--- config.mk ---
export PLATFORM = sky130hd
export DESIGN_NAME = sine_pwm_dac
export DESIGN_NICKNAME = d
export VERILOG_FILES = /design/src/rtl/sine_pwm_dac.sv
export SDC_FILE = /design/constraint.sdc
export NUM_CORES = 1
export LEC_CHECK = 0
export CORE_MARGIN = 2
export CORE_UTILIZATION = 40
export DETAILED_ROUTE_END_ITERATION = 10
export DONT_BUFFER_PORTS = 1
export PLACE_DENSITY_LB_ADDON = 0.1
export SYNTH_ARGS = -nofsm -noshare
export SYNTH_HDL_FRONTEND = slang
export SYNTH_SLANG_ARGS = --single-unit
--- constraint.sdc ---
create_clock -name clock -period 2.5 [get_ports clock]
set_clock_uncertainty 0.1 [all_clocks]
set_input_delay 0.75 -clock clock [delete_from_list [all_inputs] [get_ports clock]]
set_output_delay 0.75 -clock clock [all_outputs]
set_load 0.01 [all_outputs]
--- src/rtl/sine_pwm_dac.sv ---
// Sine-sample PWM DAC: scales each sample by (amplitude+1)/256 and emits one PWM
// period per latched sample, pulsing sample_req_o whenever a new duty is taken.
module sine_pwm_dac #(
  parameter int SAMPLE_WIDTH   = 8,
  parameter int PRESCALE_WIDTH = 8
) (
  input  logic                      clock,
  input  logic                      reset,
  input  logic                      enable_i,
  input  logic [SAMPLE_WIDTH-1:0]   sample_i,
  input  logic [SAMPLE_WIDTH-1:0]   amplitude_i,
  input  logic [PRESCALE_WIDTH-1:0] prescale_i,
  output logic                      pwm_out_o,
  output logic                      sample_req_o,
  output logic [SAMPLE_WIDTH-1:0]   period_count_o
);

  localparam int ProdWidth = 2 * SAMPLE_WIDTH + 1;
  localparam logic [SAMPLE_WIDTH-1:0] CntMax = {SAMPLE_WIDTH{1'b1}};

  typedef enum logic [1:0] {
    IDLE,
    LOAD,
    RUN
  } state_t;

  state_t                    stateQ, stateD;
  logic [SAMPLE_WIDTH-1:0]   cntQ, cntD;
  logic [PRESCALE_WIDTH-1:0] preQ, preD;
  logic [SAMPLE_WIDTH-1:0]   dutyQ, dutyD;
  logic [PRESCALE_WIDTH-1:0] prescLQ, prescLD;
  logic                      pwmQ, pwmD;
  logic                      reqQ, reqD;

  logic [ProdWidth-1:0]      product;
  logic [SAMPLE_WIDTH-1:0]   scaledDuty;
  logic                      tick;
  logic                      wrap;

  // Gain is amplitude+1 so that full scale passes the sample through untouched.
  always_comb begin
    product    = ProdWidth'(sample_i) * (ProdWidth'(amplitude_i) + ProdWidth'(1));
    scaledDuty = SAMPLE_WIDTH'(product >> SAMPLE_WIDTH);
    tick       = (preQ == prescLQ);
    wrap       = tick && (cntQ == CntMax);
  end

  always_comb begin
    stateD  = stateQ;
    cntD    = cntQ;
    preD    = preQ;
    dutyD   = dutyQ;
    prescLD = prescLQ;
    pwmD    = pwmQ;
    reqD    = 1'b0;

    case (stateQ)
      IDLE: begin
        cntD = '0;
        preD = '0;
        pwmD = 1'b0;
        if (enable_i) begin
          stateD = LOAD;
        end
      end

      LOAD: begin
        cntD    = '0;
        preD    = '0;
        pwmD    = 1'b0;
        dutyD   = scaledDuty;
        prescLD = prescale_i;
        if (enable_i) begin
          reqD   = 1'b1;
          stateD = RUN;
        end else begin
          stateD = IDLE;
        end
      end

      RUN: begin
        // Dropping enable wins over a coincident wrap: no request is issued.
        if (!enable_i) begin
          stateD = IDLE;
          cntD   = '0;
          preD   = '0;
          pwmD   = 1'b0;
        end else begin
          pwmD = (cntQ < dutyQ);
          if (tick) begin
            preD = '0;
            if (wrap) begin
              cntD    = '0;
              dutyD   = scaledDuty;
              prescLD = prescale_i;
              reqD    = 1'b1;
            end else begin
              cntD = cntQ + 1'b1;
            end
          end else begin
            preD = preQ + 1'b1;
          end
        end
      end

      default: begin
        stateD = IDLE;
        cntD   = '0;
        preD   = '0;
        pwmD   = 1'b0;
      end
    endcase
  end

  always_ff @(posedge clock or posedge reset) begin
    if (reset) begin
      stateQ  <= IDLE;
      cntQ    <= '0;
      preQ    <= '0;
      dutyQ   <= '0;
      prescLQ <= '0;
      pwmQ    <= 1'b0;
      reqQ    <= 1'b0;
    end else begin
      stateQ  <= stateD;
      cntQ    <= cntD;
      preQ    <= preD;
      dutyQ   <= dutyD;
      prescLQ <= prescLD;
      pwmQ    <= pwmD;
      reqQ    <= reqD;
    end
  end

  assign pwm_out_o      = pwmQ;
  assign sample_req_o   = reqQ;
  assign period_count_o = cntQ;

endmodule

Yosys cells after proc, flatten, opt, wreduce, memory -nomap -nowiden. Index checks and enable logic that the tools add are counted.

Word-level logic and storage cells: 53. Bits in registers: 36. Input port bits: 27.

Add/subtract/negate cells: 3. $mul: 1. Reduce and logical (&&, ||, !) cells: 5. Eq/ne operators: 10. $lt $le $gt $ge: 1. Muxes and demuxes: 26.

Operators with widths (count): $mux W8 (13); $pmux W8 S2 (2); $add A8 B1 Y8 const B (2); $mul A8 B9 Y16 (1); $ne A2 B2 Y1 const B (5); $add A8 B1 Y9 const B (1); $eq A8 B8 Y1 (1); $eq A8 B8 Y1 const B (1); $lt A8 B8 Y1 (1); $mux W1 (6); $mux W2 (3); $pmux W2 S3 (1); $reduce_and A4 Y1 (1); $ne A3 B3 Y1 const B (1); $eq A2 B1 Y1 const B (1); $eq A2 B2 Y1 const B (1); $logic_not A2 Y1 (1); $pmux W1 S2 (1); $reduce_and A2 Y1 (1); $reduce_bool A2 Y1 (1); $logic_and A1 B1 Y1 (1).

Longest topological paths before layout. Gate-level depths: netlist of the first run.

Word-level depth: 6. Depth in mapped cells: 19.

Least setup slack after synthesis of the first run. Ideal clock, no wire load.

Path kind: input port to flip-flop. Start point: in amplitude_i[0]. End point: reg dutyQ[6]. Arrival: 5.184 ns. Data required time: 2.277 ns. Setup slack: -2.907 ns. Library setup time: 0.123 ns. Cell stages on the path: 18. Buffers on the path: 0. Cell sequence: ha_1 nand3_1 nor2_1 xnor2_1 nor2b_1 fa_1 fa_1 fa_1 inv_1 fa_1 inv_1 ha_1 a21o_1 a31o_1 a22o_1 a311oi_1 xor2_1 o21ai_1.

Longest elaborated chain between the ends: 6.

RTL lines: from (decl) (line 11) `input logic [SAMPLE_WIDTH-1:0] amplitude_i,`; $add A8 B1 Y9 * (line 42) `product = ProdWidth'(sample_i) * (ProdWidth'(amplitude_i) + ProdWidth'(1));`; $mul A8 B9 Y16 * (line 42); $mux W8 (line 92) `if (wrap) begin`; $mux W8 (line 90) `if (tick) begin`; $mux W8 (line 83) `if (!enable_i) begin`; $pmux W8 S2 * (line 57) `case (stateQ)`; to (signal assigned) (line 128) `dutyQ <= dutyD;`; to (decl) (line 30) `logic [SAMPLE_WIDTH-1:0] dutyQ, dutyD;`.

Mark *: on every way between the ends. The rest lies on a longest branch, timed or not. The select of a mux whose other input is x is not followed. A chain may end at the register's enable or synchronous reset.

Worst setup path in the final report of the first run. Ends and elaborated chain as after synthesis.

==> results of run 1 <==
[synth_stat cells, types with 3 or more instances]
| master | n |
|---|---|
| nand3_1 | 10 |
| mux2_1 | 6 |
| xnor2_1 | 16 |
| a31oi_1 | 3 |
| a21o_1 | 6 |
| mux2_2 | 3 |
| nor2b_1 | 32 |
| o21ai_1 | 3 |
| o21ai_0 | 11 |
| a21oi_1 | 5 |
| inv_1 | 57 |
| and3_1 | 9 |
| dfrtp_1 | 36 |
| and2_1 | 26 |
| fa_1 | 40 |
| a22o_1 | 3 |
| nand2b_1 | 9 |
| nand2_1 | 29 |
| ha_1 | 45 |
| nand4_1 | 3 |
| xor2_1 | 17 |
| nor2_1 | 23 |
[sequential cells by signal, indices dropped and copies added, names as in the netlist]
signal	cells
stateQ	2
prescLQ	8
sample_req_o	1
dutyQ	8
pwm_out_o	1
preQ	8
period_count_o	8
[layer usage]
metal,GRT usage (%),up-vias,share of wire [%]
li1,-,1458,-
met1,19.52,1371,44
met2,27.87,47,51
met3,2.870,6,3.9
met4,3.905,0,1.2
met5,0,-,0
[power by group]
part           internal (W)  switching [W]  total, W
Clock              0.000224       0.000205  0.000429
Combinational       0.00143        0.00134   0.00277
Sequential         0.000746      0.0000958  0.000842
Total               0.00240        0.00164   0.00404
[metrics by stage]
step,hold WS [ns],util [%]
after detailed placement,0.3704,48.05
after global placement,0.3699,48.05
after global routing,0.1972,50.43
final,0.1938,50.43
after floorplan,0.3498,-
after CTS,0.1955,49.83
[worst min path at each step]
stage,start,to
global placement,dutyQ[3],dutyQ[3]
global route,reset,preQ[6]
floorplan,dutyQ[1],dutyQ[1]
finish,reset,preQ[6]
detailed placement,dutyQ[1],dutyQ[1]
CTS,reset,preQ[7]
[layout make-up]
type / instances / area [um^2] / area share [%]
sequential: 36 / 900.9 / 18.19
clock buffer: 7 / 86.33 / 1.743
timing repair buffer: 42 / 319.1 / 6.443
multi-input combinational: 325 / 3258 / 65.79
tap: 133 / 166.4 / 3.360
clock inverter: 1 / 7.507 / 0.1516
inverter: 57 / 214.0 / 4.320
[kinds of logic (layout without fill, tap and decap cells)]
logic type                 after synthesis  in the layout  share of synthesized area [%]
muxes                                   11             11                          2.998
buffers and inverters                   60            107                          5.812
xor gates and xnor gates                33             33                          7.140
AOI/OAI and AO/OA                       46             46                          8.160
and+or+nand+nor                        150            150                          19.94
DFF                                     36             36                          22.26
adders and majority gates               85             85                          33.69
[what timing repair did]
action | 4_1_cts | 5_1_grt
hold buffers | 0 | 0
hold endpoints to repair | 0 | 0
gates resized for setup | 16 | 14
gates cloned | 0 | 0
endpoints found under the setup margin | 8 | 8
pin swaps | 12 | 17
buffers inserted | 2 | 1
==> flow_metrics.py, run 1 <==
metrics = {
    "status": {
        "status": "complete, but fails checks",
        "violations": "setup timing",
    },
    "worst_setup_path": {
        "path_cells": "ha_4 > nand3_4 > xor2_4 > nand2b_4 > fa_1 > fa_1 > inv_1 > fa_1 > fa_1 > ha_4 > a21o_1 > a31o_1 > a22o_1 > a311oi_2 > xor2_1 > o21ai_1",
        "critical-path-top-delay-family": "adder cells",
        "reg2reg_slack_ns": 0.28,
        "reg2reg_to": "prescLQ[0]",
        "worstPathMaxFanout": 10,
        "path_buf_inv": 1,
        "required_ns": 2.57,
        "start_kind": "primary input",
        "startpoint": "amplitude_i[0]",
        "slowest_stage": "fa_1",
        "crit_cells": 16,
        "endpoint": "dutyQ[6]",
        "crit_type": "in -> reg",
        "crit_top_cell": "fa_1",
        "r2r-start": "period_count_o[1]",
        "cp.arrival_ns": 4.74,
        "worst_setup_path_end_kind": "flop",
        "worstRegToRegCells": 7,
        "slowest_delay_ns": 0.49,
    },
    "cts": {
        "cts_root_buffer": "clkbuf_8",
        "htreeDepth": 2,
        "clkTransAtPathRegs_ns": 0.08,
        "clkSinkCount": 36,
        "clock_path_buffers": 2,
        "cts_tree": "built",
        "cts_made_buffers": 5,
        "clk_latency_ns": 0.29,
    },
    "placement": {
        "dp.cells": 590,
        "routabilityCongestion": 0.8015,
        "placed_cell_area_um2": 4718,
        "io_buffers": 0,
        "place_ws_ns": -2.599,
        "dpl.hpwl_um": 6765,
    },
    "synth": {
        "synth_fp_nets": 533,
        "seq_area_frac_synth_pct": 22.26,
        "async_reset_ff_share_pct": 100.0,
        "synth_cell_type_count": 42,
        "yosys.area.top_type_share_pct": 22.26,
        "yosys.area.top_type": "dfrtp_1",
        "synth-edff-count": 0,
        "netlist_top_cells_area": "dfrtp_1, fa_1, ha_1",
        "syn-cell-area_um2": 4048,
        "synth-seq-cells": 36,
        "syn_inst": 421,
        "synth_ff_type": "dfrtp_1",
        "syn_area_per_cell_um2": 9.614,
        "synth.yosys.warnings": 0,
    },
    "floorplanning": {
        "num_rows": 36,
        "boundaryPins": 37,
        "dieArea_um2": 10940,
        "dieHeight_um": 104.6,
        "core_area_um2": 9819,
        "die_w_um": 104.6,
        "initial_utilization_pct": 41.22,
    },
    "sta": {
        "finalCritPeriodShare_pct": 186.8,
        "hold_viol": 0,
        "rsz0062_at_grt": "yes",
        "worst_pin_slew_ns": 0.5597,
        "fin_crit_ns": 4.670,
        "fmax_mhz": 214.1,
        "finalMaxSlewViolations": 0,
        "setup_viol": 8,
        "slew_headroom_pct": 62.43,
        "timing.final.ws_setup_ns": -2.170,
        "tns_ns": -16.60,
    },
    "finish": {
        "nFillCells": 937,
        "final_nets": 579,
        "final_common_cell": "inv_1",
        "final_cell_mix": "inv_1, buf_4, fa_1",
        "antenna_cells": 0,
        "fin_cells": 601,
        "syn_to_final_growth_pct": 22.35,
        "fin_area_um2": 4952,
        "layout-drive-gt1-share_pct": 21.79,
    },
    "route": {
        "vias_per_cell": 4.795,
        "drt_iter0_markers": 42,
        "drt-pass1-iter-count": 4,
        "drt-total-wl_um": 7966,
        "routedWlPerCell_um": 13.25,
        "num_vias": 2882,
        "route.detailed.drc": 0,
        "ant_nets": 0,
    },
    "grt": {
        "grt_max_degree": 30,
        "grt_antenna_before_repair": 0,
        "grt_pass1_vias": 3132,
        "grt_usage_pct": 15.63,
        "grt_pass1_wl_um": 14260,
        "gr-total-overflow": 0,
    },
    "hold_path": {
        "worstHoldPathType": "in -> async",
    },
    "pwr": {
        "power_w": 0.004042,
        "power_density_nw_per_um2": 816.1,
        "max-vdd-ir-drop_mv": 0.3539,
        "cellLeakagePower_nw": 2.324,
    },
    "flow_run": {
        "maxCapViolations": 0,
    },
}
(Power assumes the default switching activity.)
==> inputs of run 2 (changes only) <==
--- a/config.mk
+++ b/config.mk
@@ -9,7 +9,7 @@
 export CORE_UTILIZATION = 40
 export DETAILED_ROUTE_END_ITERATION = 10
 export DONT_BUFFER_PORTS = 1
-export PLACE_DENSITY_LB_ADDON = 0.1
+export PLACE_DENSITY_LB_ADDON = 0.08
 export SYNTH_ARGS = -nofsm -noshare
 export SYNTH_HDL_FRONTEND = slang
 export SYNTH_SLANG_ARGS = --single-unit
==> flow_metrics.py, run 2 (synthesized netlist as in run 1, its figures left out) <==
metrics = {
    "finish": {
        "layout-drive-gt1-share_pct": 20.34,
        "fin_area_um2": 4943,
        "multi_input_area_um2": 3232,
        "nFillCells": 978,
        "final_nets": 578,
        "antenna_cells": 0,
        "final_cell_mix": "inv_1, fa_1, ha_1, buf_4, dfrtp_1",
        "final_common_cell": "inv_1",
        "final_core_util_pct": 50.34,
        "seq_area_um2": 900.9,
        "fin_cells": 600,
        "syn_to_final_growth_pct": 22.13,
    },
    "cts": {
        "cts_root_buffer": "clkbuf_8",
        "clock_path_buffers": 2,
        "clk_latency_ns": 0.29,
        "cts_made_buffers": 5,
        "clkTransAtPathRegs_ns": 0.07,
        "cts_tree": "built",
        "htreeDepth": 2,
        "clkSinkCount": 36,
    },
    "floorplanning": {
        "core_area_um2": 9819,
        "num_rows": 36,
        "die_w_um": 104.6,
        "initial_utilization_pct": 41.22,
        "boundaryPins": 37,
        "dieArea_um2": 10940,
        "dieHeight_um": 104.6,
    },
    "worst_setup_path": {
        "required_ns": 2.57,
        "r2r-start": "period_count_o[1]",
        "reg2reg_slack_ns": 0.25,
        "crit_top_cell": "fa_1",
        "slowest_stage": "fa_1",
        "worstRegToRegCells": 7,
        "path_buf_inv": 1,
        "start_kind": "primary input",
        "critical-path-top-delay-family": "adder cells",
        "cp.arrival_ns": 4.77,
        "slowest_delay_ns": 0.57,
        "crit_type": "in -> reg",
        "worst_setup_path_end_kind": "flop",
        "worstPathMaxFanout": 10,
        "reg2reg_to": "prescLQ[1]",
        "path_cells": "ha_4 > nand3_4 > xor2_4 > nand2b_1 > fa_1 > fa_1 > inv_1 > fa_1 > fa_2 > ha_1 > a21o_1 > a31o_1 > a22o_1 > a311oi_2 > xor2_1 > o21ai_1",
        "crit_cells": 16,
    },
    "route": {
        "routedWlPerCell_um": 13.79,
        "vias_per_cell": 4.882,
        "drt_iter0_markers": 50,
        "ant_nets": 0,
        "drt-total-wl_um": 8273,
        "num_vias": 2929,
        "drt-pass1-iter-count": 4,
        "route.detailed.drc": 0,
    },
    "grt": {
        "gr-total-overflow": 0,
        "grt_max_degree": 27,
        "grt_pass1_vias": 3165,
        "grt_antenna_before_repair": 0,
        "grt_pass1_wl_um": 14760,
        "grt_usage_pct": 16.24,
    },
    "placement": {
        "placed_cell_area_um2": 4736,
        "io_buffers": 0,
        "dpl.hpwl_um": 6889,
        "dp.cells": 589,
        "routabilityCongestion": 0.7839,
    },
    "status": {
        "violations": "setup timing",
        "status": "complete, but fails checks",
    },
    "sta": {
        "hold_viol": 0,
        "timing.final.ws_setup_ns": -2.196,
        "rsz0062_at_grt": "yes",
        "worst_pin_slew_ns": 0.5883,
        "fmax_mhz": 213.0,
        "slew_headroom_pct": 60.51,
        "setup_viol": 8,
        "fin_crit_ns": 4.696,
        "finalMaxSlewViolations": 0,
        "finalCritPeriodShare_pct": 187.8,
    },
    "pwr": {
        "power_density_nw_per_um2": 815.0,
        "max-vdd-ir-drop_mv": 0.3446,
        "cellLeakagePower_nw": 2.327,
    },
    "flow_run": {
        "maxCapViolations": 0,
    },
    "hold_path": {
        "worstHoldPathType": "in -> async",
    },
}
run 2: how the worst max path moves through the flow:
stage              startpoint        to  slack (ns)
3_5_place_dp   amplitude_i[0]  dutyQ[6]       -2.57
4_1_cts        amplitude_i[0]  dutyQ[6]       -2.22
5_1_grt        amplitude_i[4]  dutyQ[6]       -2.33
3_3_place_gp   amplitude_i[0]  dutyQ[5]       -2.52
2_1_floorplan  amplitude_i[0]  dutyQ[6]       -2.35
6_report       amplitude_i[0]  dutyQ[6]       -2.20
run 2: final cells by class:
type / count / area share (%)
clock buffers: 7 / 1.746
clock inverters: 1 / 0.1519
inverters: 57 / 4.328
multi-input cells: 325 / 65.38
flip-flops and latches: 36 / 18.22
well taps: 133 / 3.366
repair buffers: 41 / 6.808
run 2: timing repair:
item,4_1_cts,5_1_grt
gates cloned,0,0
resized for setup,10,11
buffers inserted,1,2
pin swaps,10,9
endpoints found under the setup margin,8,8
hold buffers,0,0
run 2: metrics by stage:
step	worst slack, ns	hold slack (ns)	total power [W]	TNS (ns)
floorplan	-2.354	0.3498	0.002646	-17.37
global placement	-2.522	0.3661	0.003369	-19.29
detailed placement	-2.571	0.3703	0.003402	-19.75
CTS	-2.218	0.2687	0.003905	-17.02
global route	-2.331	0.2818	0.004465	-17.95
finish	-2.196	0.2527	0.004029	-16.53
run 2: routing by layer:
| layer | GRT usage [%] | routed length (um) | vias to the layer above |
|---|---|---|---|
| met3 | 2.682 | 295 | 6 |
| met5 | 0 | 0 | - |
| li1 | - | - | 1449 |
| met1 | 19.86 | 3589 | 1430 |
| met2 | 29.93 | 4325 | 44 |
| met4 | 3.619 | 63 | 0 |
run 2: worst register-to-register path, cell delays in order (launching register included):
cell	delay, ns
dfrtp_1	0.47
ha_1	0.25
nand3_1	0.09
nor2_1	0.05
and3_1	0.24
a32oi_2	0.37
buf_12	0.21
mux2_1	0.34
run 2: power breakdown:
group	switching, W	internal (W)	total, W
Combinational	0.00134	0.00141	0.00275
Clock	0.000207	0.000224	0.000430
Sequential	0.000103	0.000747	0.000850
==> inputs of run 3 (changes only) <==
--- a/config.mk
+++ b/config.mk
@@ -9,6 +9,7 @@
 export CORE_UTILIZATION = 40
 export DETAILED_ROUTE_END_ITERATION = 10
 export DONT_BUFFER_PORTS = 1
+export GPL_TIMING_DRIVEN = 1
 export PLACE_DENSITY_LB_ADDON = 0.08
 export SYNTH_ARGS = -nofsm -noshare
 export SYNTH_HDL_FRONTEND = slang
==> results of run 3 <==
Same layout as run 2: the final DEF is identical, and so are final timing and power.
